<file path="src/rtl/alu32_bist.sv">
// Built-in self-test sequencer for the 32-bit 74181-style alu32: drives LFSR operand
// vectors, waits for the ripple to settle, and checks results against a 33-bit reference.
module alu32_bist #(
  parameter int unsigned NUM_VECTORS   = 256,
  parameter int unsigned SETTLE_CYCLES = 2,
  parameter logic [31:0] SEED_A        = 32'hACE1_2468,
  parameter logic [31:0] SEED_B        = 32'h1357_BDF0
) (
  input  logic        clk,
  input  logic        rst,
  input  logic        start,
  output logic [31:0] alu_a,
  output logic [31:0] alu_b,
  output logic        alu_mode,
  output logic [3:0]  alu_sel,
  output logic        alu_cin,
  input  logic [31:0] alu_result,
  input  logic        alu_cout,
  output logic        busy,
  output logic        done,
  output logic        pass,
  output logic [15:0] err_count,
  output logic [15:0] fail_index,
  output logic [31:0] fail_result
);

  typedef enum logic [2:0] {
    IDLE   = 3'd0,
    DRIVE  = 3'd1,
    SETTLE = 3'd2,
    CHECK  = 3'd3,
    FINISH = 3'd4
  } state_t;

  state_t      state_q, state_d;
  logic [15:0] index_q, index_d;
  logic [3:0]  settle_q, settle_d;
  logic [2:0]  op_q, op_d;
  logic [31:0] lfsr_a_q, lfsr_a_d, lfsr_b_q, lfsr_b_d;
  logic [31:0] alu_a_q, alu_a_d, alu_b_q, alu_b_d;
  logic        alu_mode_q, alu_mode_d, alu_cin_q, alu_cin_d;
  logic [3:0]  alu_sel_q, alu_sel_d;
  logic        busy_q, busy_d, done_q, done_d, pass_q, pass_d;
  logic [15:0] err_q, err_d, fail_idx_q, fail_idx_d;
  logic [31:0] fail_res_q, fail_res_d;
  logic [32:0] exp_full;
  logic        cmp_cout;
  logic        mismatch;

  // Galois form of x^32 + x^22 + x^2 + x + 1, shifting right.
  function automatic logic [31:0] lfsr_step(input logic [31:0] s);
    return {1'b0, s[31:1]} ^ (s[0] ? 32'h8020_0003 : 32'h0000_0000);
  endfunction

  // Reference is computed from the registered operands, so it is stable during SETTLE/CHECK.
  always_comb begin
    exp_full = '0;
    cmp_cout = 1'b0;
    case (op_q)
      3'd0: begin
        exp_full = {1'b0, alu_a_q} + {1'b0, alu_b_q} + {32'd0, alu_cin_q};
        cmp_cout = 1'b1;
      end
      3'd1: begin
        exp_full = {1'b0, alu_a_q} + {1'b0, ~alu_b_q} + {32'd0, alu_cin_q};
        cmp_cout = 1'b1;
      end
      3'd2:    exp_full = {1'b0, alu_a_q ^ alu_b_q};
      3'd3:    exp_full = {1'b0, alu_a_q & alu_b_q};
      3'd4:    exp_full = {1'b0, alu_a_q | alu_b_q};
      default: exp_full = {1'b0, ~alu_a_q};
    endcase
    mismatch = (alu_result != exp_full[31:0]) || (cmp_cout && (alu_cout != exp_full[32]));
  end

  always_comb begin
    state_d    = state_q;
    index_d    = index_q;
    settle_d   = settle_q;
    op_d       = op_q;
    lfsr_a_d   = lfsr_a_q;
    lfsr_b_d   = lfsr_b_q;
    alu_a_d    = alu_a_q;
    alu_b_d    = alu_b_q;
    alu_mode_d = alu_mode_q;
    alu_sel_d  = alu_sel_q;
    alu_cin_d  = alu_cin_q;
    pass_d     = pass_q;
    err_d      = err_q;
    fail_idx_d = fail_idx_q;
    fail_res_d = fail_res_q;
    case (state_q)
      IDLE: begin
        if (start) begin
          state_d    = DRIVE;
          index_d    = '0;
          op_d       = '0;
          err_d      = '0;
          fail_idx_d = '0;
          fail_res_d = '0;
          pass_d     = 1'b0;
          lfsr_a_d   = SEED_A;
          lfsr_b_d   = SEED_B;
        end
      end
      DRIVE: begin
        alu_a_d   = lfsr_a_q;
        alu_b_d   = lfsr_b_q;
        alu_cin_d = lfsr_a_q[0] ^ lfsr_b_q[0];
        case (op_q)
          3'd0:    begin alu_mode_d = 1'b0; alu_sel_d = 4'b1001; end
          3'd1:    begin alu_mode_d = 1'b0; alu_sel_d = 4'b0110; end
          3'd2:    begin alu_mode_d = 1'b1; alu_sel_d = 4'b0110; end
          3'd3:    begin alu_mode_d = 1'b1; alu_sel_d = 4'b1011; end
          3'd4:    begin alu_mode_d = 1'b1; alu_sel_d = 4'b1110; end
          default: begin alu_mode_d = 1'b1; alu_sel_d = 4'b0000; end
        endcase
        lfsr_a_d = lfsr_step(lfsr_a_q);
        lfsr_b_d = lfsr_step(lfsr_b_q);
        settle_d = '0;
        state_d  = SETTLE;
      end
      SETTLE: begin
        if (settle_q == 4'(SETTLE_CYCLES - 1)) state_d = CHECK;
        else                                   settle_d = settle_q + 4'd1;
      end
      CHECK: begin
        if (mismatch) begin
          err_d = (err_q == 16'hFFFF) ? err_q : err_q + 16'd1;
          // A saturating count never returns to zero, so zero marks "no failure seen yet".
          if (err_q == 16'd0) begin
            fail_idx_d = index_q;
            fail_res_d = alu_result;
          end
        end
        if (index_q < 16'(NUM_VECTORS - 1)) begin
          index_d = index_q + 16'd1;
          op_d    = (op_q == 3'd5) ? 3'd0 : op_q + 3'd1;
          state_d = DRIVE;
        end else begin
          state_d = FINISH;
        end
      end
      FINISH: begin
        pass_d  = (err_q == 16'd0);
        state_d = IDLE;
      end
      default: state_d = IDLE;
    endcase
    busy_d = (state_d == DRIVE) || (state_d == SETTLE) || (state_d == CHECK);
    done_d = (state_d == FINISH);
  end

  always_ff @(posedge clk or posedge rst) begin
    if (rst) begin
      state_q    <= IDLE;
      index_q    <= '0;
      settle_q   <= '0;
      op_q       <= '0;
      lfsr_a_q   <= SEED_A;
      lfsr_b_q   <= SEED_B;
      alu_a_q    <= '0;
      alu_b_q    <= '0;
      alu_mode_q <= 1'b0;
      alu_sel_q  <= '0;
      alu_cin_q  <= 1'b0;
      busy_q     <= 1'b0;
      done_q     <= 1'b0;
      pass_q     <= 1'b0;
      err_q      <= '0;
      fail_idx_q <= '0;
      fail_res_q <= '0;
    end else begin
      state_q    <= state_d;
      index_q    <= index_d;
      settle_q   <= settle_d;
      op_q       <= op_d;
      lfsr_a_q   <= lfsr_a_d;
      lfsr_b_q   <= lfsr_b_d;
      alu_a_q    <= alu_a_d;
      alu_b_q    <= alu_b_d;
      alu_mode_q <= alu_mode_d;
      alu_sel_q  <= alu_sel_d;
      alu_cin_q  <= alu_cin_d;
      busy_q     <= busy_d;
      done_q     <= done_d;
      pass_q     <= pass_d;
      err_q      <= err_d;
      fail_idx_q <= fail_idx_d;
      fail_res_q <= fail_res_d;
    end
  end

  assign alu_a       = alu_a_q;
  assign alu_b       = alu_b_q;
  assign alu_mode    = alu_mode_q;
  assign alu_sel     = alu_sel_q;
  assign alu_cin     = alu_cin_q;
  assign busy        = busy_q;
  assign done        = done_q;
  assign pass        = pass_q;
  assign err_count   = err_q;
  assign fail_index  = fail_idx_q;
  assign fail_result = fail_res_q;

endmodule

</file>
<file path="config.mk">
export PLATFORM = sky130hd
export DESIGN_NAME = alu32_bist
export DESIGN_NICKNAME = d
export VERILOG_FILES = /design/src/rtl/alu32_bist.sv
export SDC_FILE = /design/constraint.sdc
export NUM_CORES = 1
export LEC_CHECK = 0
export CAP_MARGIN = 30
export CORE_AREA = 4 4 151 211
export DETAILED_ROUTE_END_ITERATION = 6
export DIE_AREA = 0 0 155 215
export PLACE_DENSITY = 0.86
export SETUP_SLACK_MARGIN = 0.15
export SKIP_CTS_REPAIR_TIMING = 1
export SYNTH_ARGS = -nofsm -noshare
export SYNTH_HDL_FRONTEND = slang
export SYNTH_SLANG_ARGS = --single-unit
</file>
<file path="constraint.sdc">
create_clock -name clk -period 10.73 [get_ports clk]
set_clock_uncertainty 0.15 [all_clocks]
set_input_delay 2.146 -clock clk [delete_from_list [all_inputs] [get_ports clk]]
set_output_delay 2.146 -clock clk [all_outputs]
set_load 0.02 [all_outputs]
</file>
; Word level (Yosys, flattened, before mapping)
; Cells that the tools add are included.
[word_totals]
register_bits = 227
latchBits = 0
ramBits = 0
mem_bits_ro = 0
in_bits = 36
out_inout_bits = 137
elab_cells = 111
memories = 0
[op_classes]
addsub = 8
mul = 0
n_div = 0
order_cmp = 1
eq_ne = 23
shift = 0
muxes = 35
bitwise = 8
n_reduce_logical = 19
[op_table]
columns = op, n
row1 = 32-bit two-way mux, 7
row2 = 32-bit one-hot mux with 2 select lines, 3
row3 = 33-bit one-hot mux with 5 select lines, 1
row4 = 16-bit two-way mux, 6
row5 = 16-bit one-hot mux with 2 select lines, 3
row6 = 32-bit by 32-bit adder with 33-bit output, 2
row7 = 33-bit by 1-bit adder with 33-bit output, 2
row8 = 32-bit inverter, 2
row9 = 31-bit by 32-bit bitwise XOR with 32-bit output, 2
row10 = "16-bit by 1-bit adder with 16-bit output, second input constant", 2
row11 = 32-bit AND, 1
row12 = 32-bit inequality test, 1
row13 = 32-bit bitwise OR, 1
row14 = 32-bit bitwise XOR, 1
row15 = "3-bit by 2-bit equality test with 1-bit output, second input constant", 6
row16 = 3-bit two-way mux, 6
row17 = "16-bit equality test, second input constant", 1
row18 = 16-bit zero test, 1
row19 = "16-bit by 8-bit < comparator with 1-bit output, second input constant", 1
row20 = 4-bit one-hot mux with 4 select lines, 1
row21 = "3-bit equality test, second input constant", 4
row22 = "2-bit inequality test, second input constant", 6
row23 = 3-bit one-hot mux with 4 select lines, 1
row24 = "3-bit by 1-bit equality test with 1-bit output, second input constant", 3
row25 = 18 further kinds, 30

; Depth between registers and ports, before layout
[logic_depth]
word_depth = 9
ltp_mapped = 24
ltp_nobuf = 17

; Least setup slack after synthesis
; No wires, ideal clock.
[synth_path]
path_kind = in2reg
start = in alu_result[16]
end = reg fail_idx_q[10], in the netlist fail_index[10]
setup_ns = 0.135
arrival_time_ns = 5.005
t_required_ns = 10.445
path_slack_ns = 5.440
path_stages = 14
n_path_buf = 3
cell_sequence = a222oi_1 > nand3_1 > and3_1 > a2111oi_4 > o2111ai_1 > a211oi_1 > o2111ai_1 > or4_1 > a2111o_1 > and4b_1 > buf_4 > buf_8 > buf_4 > o31ai_1
[synth_via]
elab_chain_len = 4
[synth_rtl]
columns = item, line
row1 = start: declaration, 17  ; input logic [31:0] alu_result,
row2 = 32-bit inequality test, 73  ; mismatch = (alu_result != exp_full[31:0]) || (cmp_cout && (alu_cout != exp_full[32]));
row3 = 1-bit logical OR, 73
row4 = 2-bit inequality test (no line), --
row5 = 4-bit AND reduction (no line), --
row6 = end signal: assignment, 189  ; fail_idx_q <= fail_idx_d;
row7 = end: declaration, 44  ; logic [15:0] err_q, err_d, fail_idx_q, fail_idx_d;
; No other way between the ends.
; A chain may end at the register's enable or synchronous reset.

; Final worst setup path
[layout_path]
start = reg op_q[2]
end = reg fail_idx_q[4], in the netlist fail_index[4]
[layout_via]
elab_chain_len = 7
elab_cells_between_ends = 14
cone_classes = eq/ne (7) / mux (2) / reduce/logical (5)
[layout_rtl]
columns = item, line
row1 = start: declaration, 38  ; logic [2:0] op_q, op_d;
row2 = start signal: assignment, 177  ; op_q <= op_d;
row3 = "parallel branches: the longest is 4 deep, another holds 33-bit one-hot mux with 5 select lines", --
row4 = 1-bit logical OR *, 73
row5 = 2-bit inequality test (no line) *, --
row6 = 4-bit AND reduction (no line) *, --
; Mark *: on every way between the ends.

==> flow_summary.toml <==
[logic_synthesis]
netlist_instances = 1895
yosys_register_bits = 227
synthArstFlopShare_pct = 100.0
synth_edf_count = 0
yosysWarnings = 0
synthTopCellsByArea = "dfrtp_1 (31%), ha_1 (7.9%), nand2_1 (5.5%)"
synth_ff_type = "dfrtp_1"
synth_nets = 2036
syn_area_per_cell_um2 = 8.447
synth.largest_area_cell = "dfrtp_1"
yosysUniqueCellTypes = 102
syn_area_um2 = 16010
ys_seq_area_share_pct = 35.73
synth_top_cell_area_share_pct = 30.64

[worst_setup_path]
crit_type = "reg2reg"
cp-startpoint = "op_q[2]"
reg2reg_from = "op_q[2]"
worstPathMaxFanout = 63
required_ps = 11010
end_kind = "register"
critPathLaunchType = "register"
cp.arrival_ps = 6910

[pwr]
p_leak_nw = 7.718
p_total_w = 0.006932
p_per_area_nw_per_um2 = 373.2
peakVddDrop_mv = 0.2454

[floorplan]
start_util_pct = 53.47
fp.coreArea_um2 = 29940
pin_count = 173
die_w_um = 155
die_area_um2 = 33330
num_rows = 75
die_height_um = 215

[cts]
cts_root_buf = "clkbuf_16"
clock_sinks = 227
h-tree-depth = 1
cts_buffers = 22
clk_path_buf_depth = 3
path_clk_slew_ps = 70
clk_latency_ps = 520
cts_tree = "done"

[worst_hold_path]
hp-start = "fail_result[16]"
hp-class = "reg2reg"

[grt]
grtUsageTotal_pct = 31.94
grt_pass1_vias = 15346
grt_pass1_wl_mm = 85.68
grt_max_degree = 105
overflow = 0
antenna_found_initial = 1

[layout]
layout-drive-gt1-share_pct = 7.100
fillers = 2542
ff_latch_area_um2 = 5719
nets = 2125
layout_commonest_cell = "nand2_1"
layout_common_cells = "nand2_1 (234), dfrtp_1 (196), clkdlybuf4s50_1 (172)"
area_growth_pct = 16.04
multi_input_area_um2 = 9278

[run_status]
status = "finished clean"

[routing]
drt_iter0_drc = 1347
wl_per_cell_um = 23.07
drt-total-wl_mm = 55.05
drtAntennaViolNets = 0
first_pass_iters = 6
vias_per_cell = 6.559
drc = 0
vias = 15650

[timing]
slew_violations = 0
hold_violations = 0
max_slew_margin_pct = 28.07
rsz0062_at_grt = "false"
period_share_pct = 61.74
max_freq_ghz = 0.1510
worst_pin_slew_ps = 1052
setup_viol = 0
tns_ps = 0
fin_crit_ps = 6624

[placement]
place.gp.congestion = 0.9888
hpwl_mm = 40.75
portBuffers = 172

[flow_run]
maxCapViolations = 0
-- layer usage --
layer  up-vias  share of wire [%]  track usage [%]
met5         -                  0                0
met4         0                6.8            18.65
met3       202                7.2            3.542
met2       800                 47            52.28
met1      7553                 39            40.73
li1       7095                  -                -
-- state kept, by name (all words and copies together), names as in the netlist, 3 cells and up --
name         flops
index_q         16
alu_b           32
alu_sel          4
fail_index      16
state_q          3
alu_a           32
op_q             3
settle_q         4
fail_result     32
err_count       16
lfsr_b_q        32
lfsr_a_q        32
-- path summary, 6_finish.rpt --
path                       slack, ps  cells past startpoint               to
max in group asynchronous       7070                      3        alu_b[25]
max reg2reg                     4110                     17    fail_index[4]
min reg2reg                      340                      2  fail_result[16]
min in group asynchronous       1970                      2    err_count[14]
max                             4110                     17    fail_index[4]
min                              340                      2  fail_result[16]
-- power by group --
part | leakage [nW] | switching (W) | internal, W
Clock | 0.348 | 0.000339 | 0.000451
Sequential | 2.91 | 0.000356 | 0.00120
Combinational | 4.46 | 0.00290 | 0.00168
Total | 7.72 | 0.00360 | 0.00333
-- final cells by class --
| cell class | count | area share [%] |
|---|---|---|
| inverters | 112 | 2.304 |
| flip-flops and latches | 227 | 30.79 |
| multi-input cells | 1424 | 49.95 |
| diodes | 1 | 0.01347 |
| repair buffers | 197 | 10.45 |
| well taps | 385 | 2.593 |
| clock inverters | 9 | 0.5793 |
| clock buffers | 31 | 3.314 |
-- through the flow --
stage,worst slack [ps],utilization (%),instance area [um2],hold slack [ps],instances
CTS,4169,62.04,18570,341.5,2385
floorplan,2266,-,16010,295.7,1895
finish,4106,62.05,18570,338.0,2386
detailed placement,3670,59.62,17850,323.6,2345
global route,3598,62.05,18570,353.4,2386
global placement,3809,59.47,17800,310.8,2343
-- kinds of logic after synthesis --
| family | count (synthesis) | share of synthesized area (%) |
|---|---|---|
| muxes | 21 | 1.360 |
| AOI/OAI and AO/OA | 647 | 27.37 |
| xor gates and xnor gates | 41 | 2.243 |
| DFF | 227 | 35.73 |
| buffers and inverters | 244 | 6.589 |
| adders and majority gates | 106 | 8.466 |
| and+or+nand+nor | 609 | 18.24 |
-- critical path: stages, from the launching register on --
cell       delay [ps]
dfrtp_1           810
inv_1             280
ha_1              310
buf_4             230
nor2b_4           550
buf_4             460
a211oi_1          160
o211ai_1          140
o21ai_0           140
or2_1             260
nor4_1            400
a311oi_1          110
a2111o_1          380
a2111oi_0         470
and4b_4           800
buf_4             550
o21ai_0           170
o31ai_1           110
-- synth_stat cells (32+ instances only) --
master,count
nand2_1,234
nor3_1,35
ha_1,101
dfrtp_1,196
clkbuf_1,69
nand3_1,62
o21ai_0,169
o21ai_1,32
a21oi_1,100
buf_2,35
o31ai_1,70
nor2_1,118
inv_1,111
No activity file was read; power rests on OpenSTA's default activity.
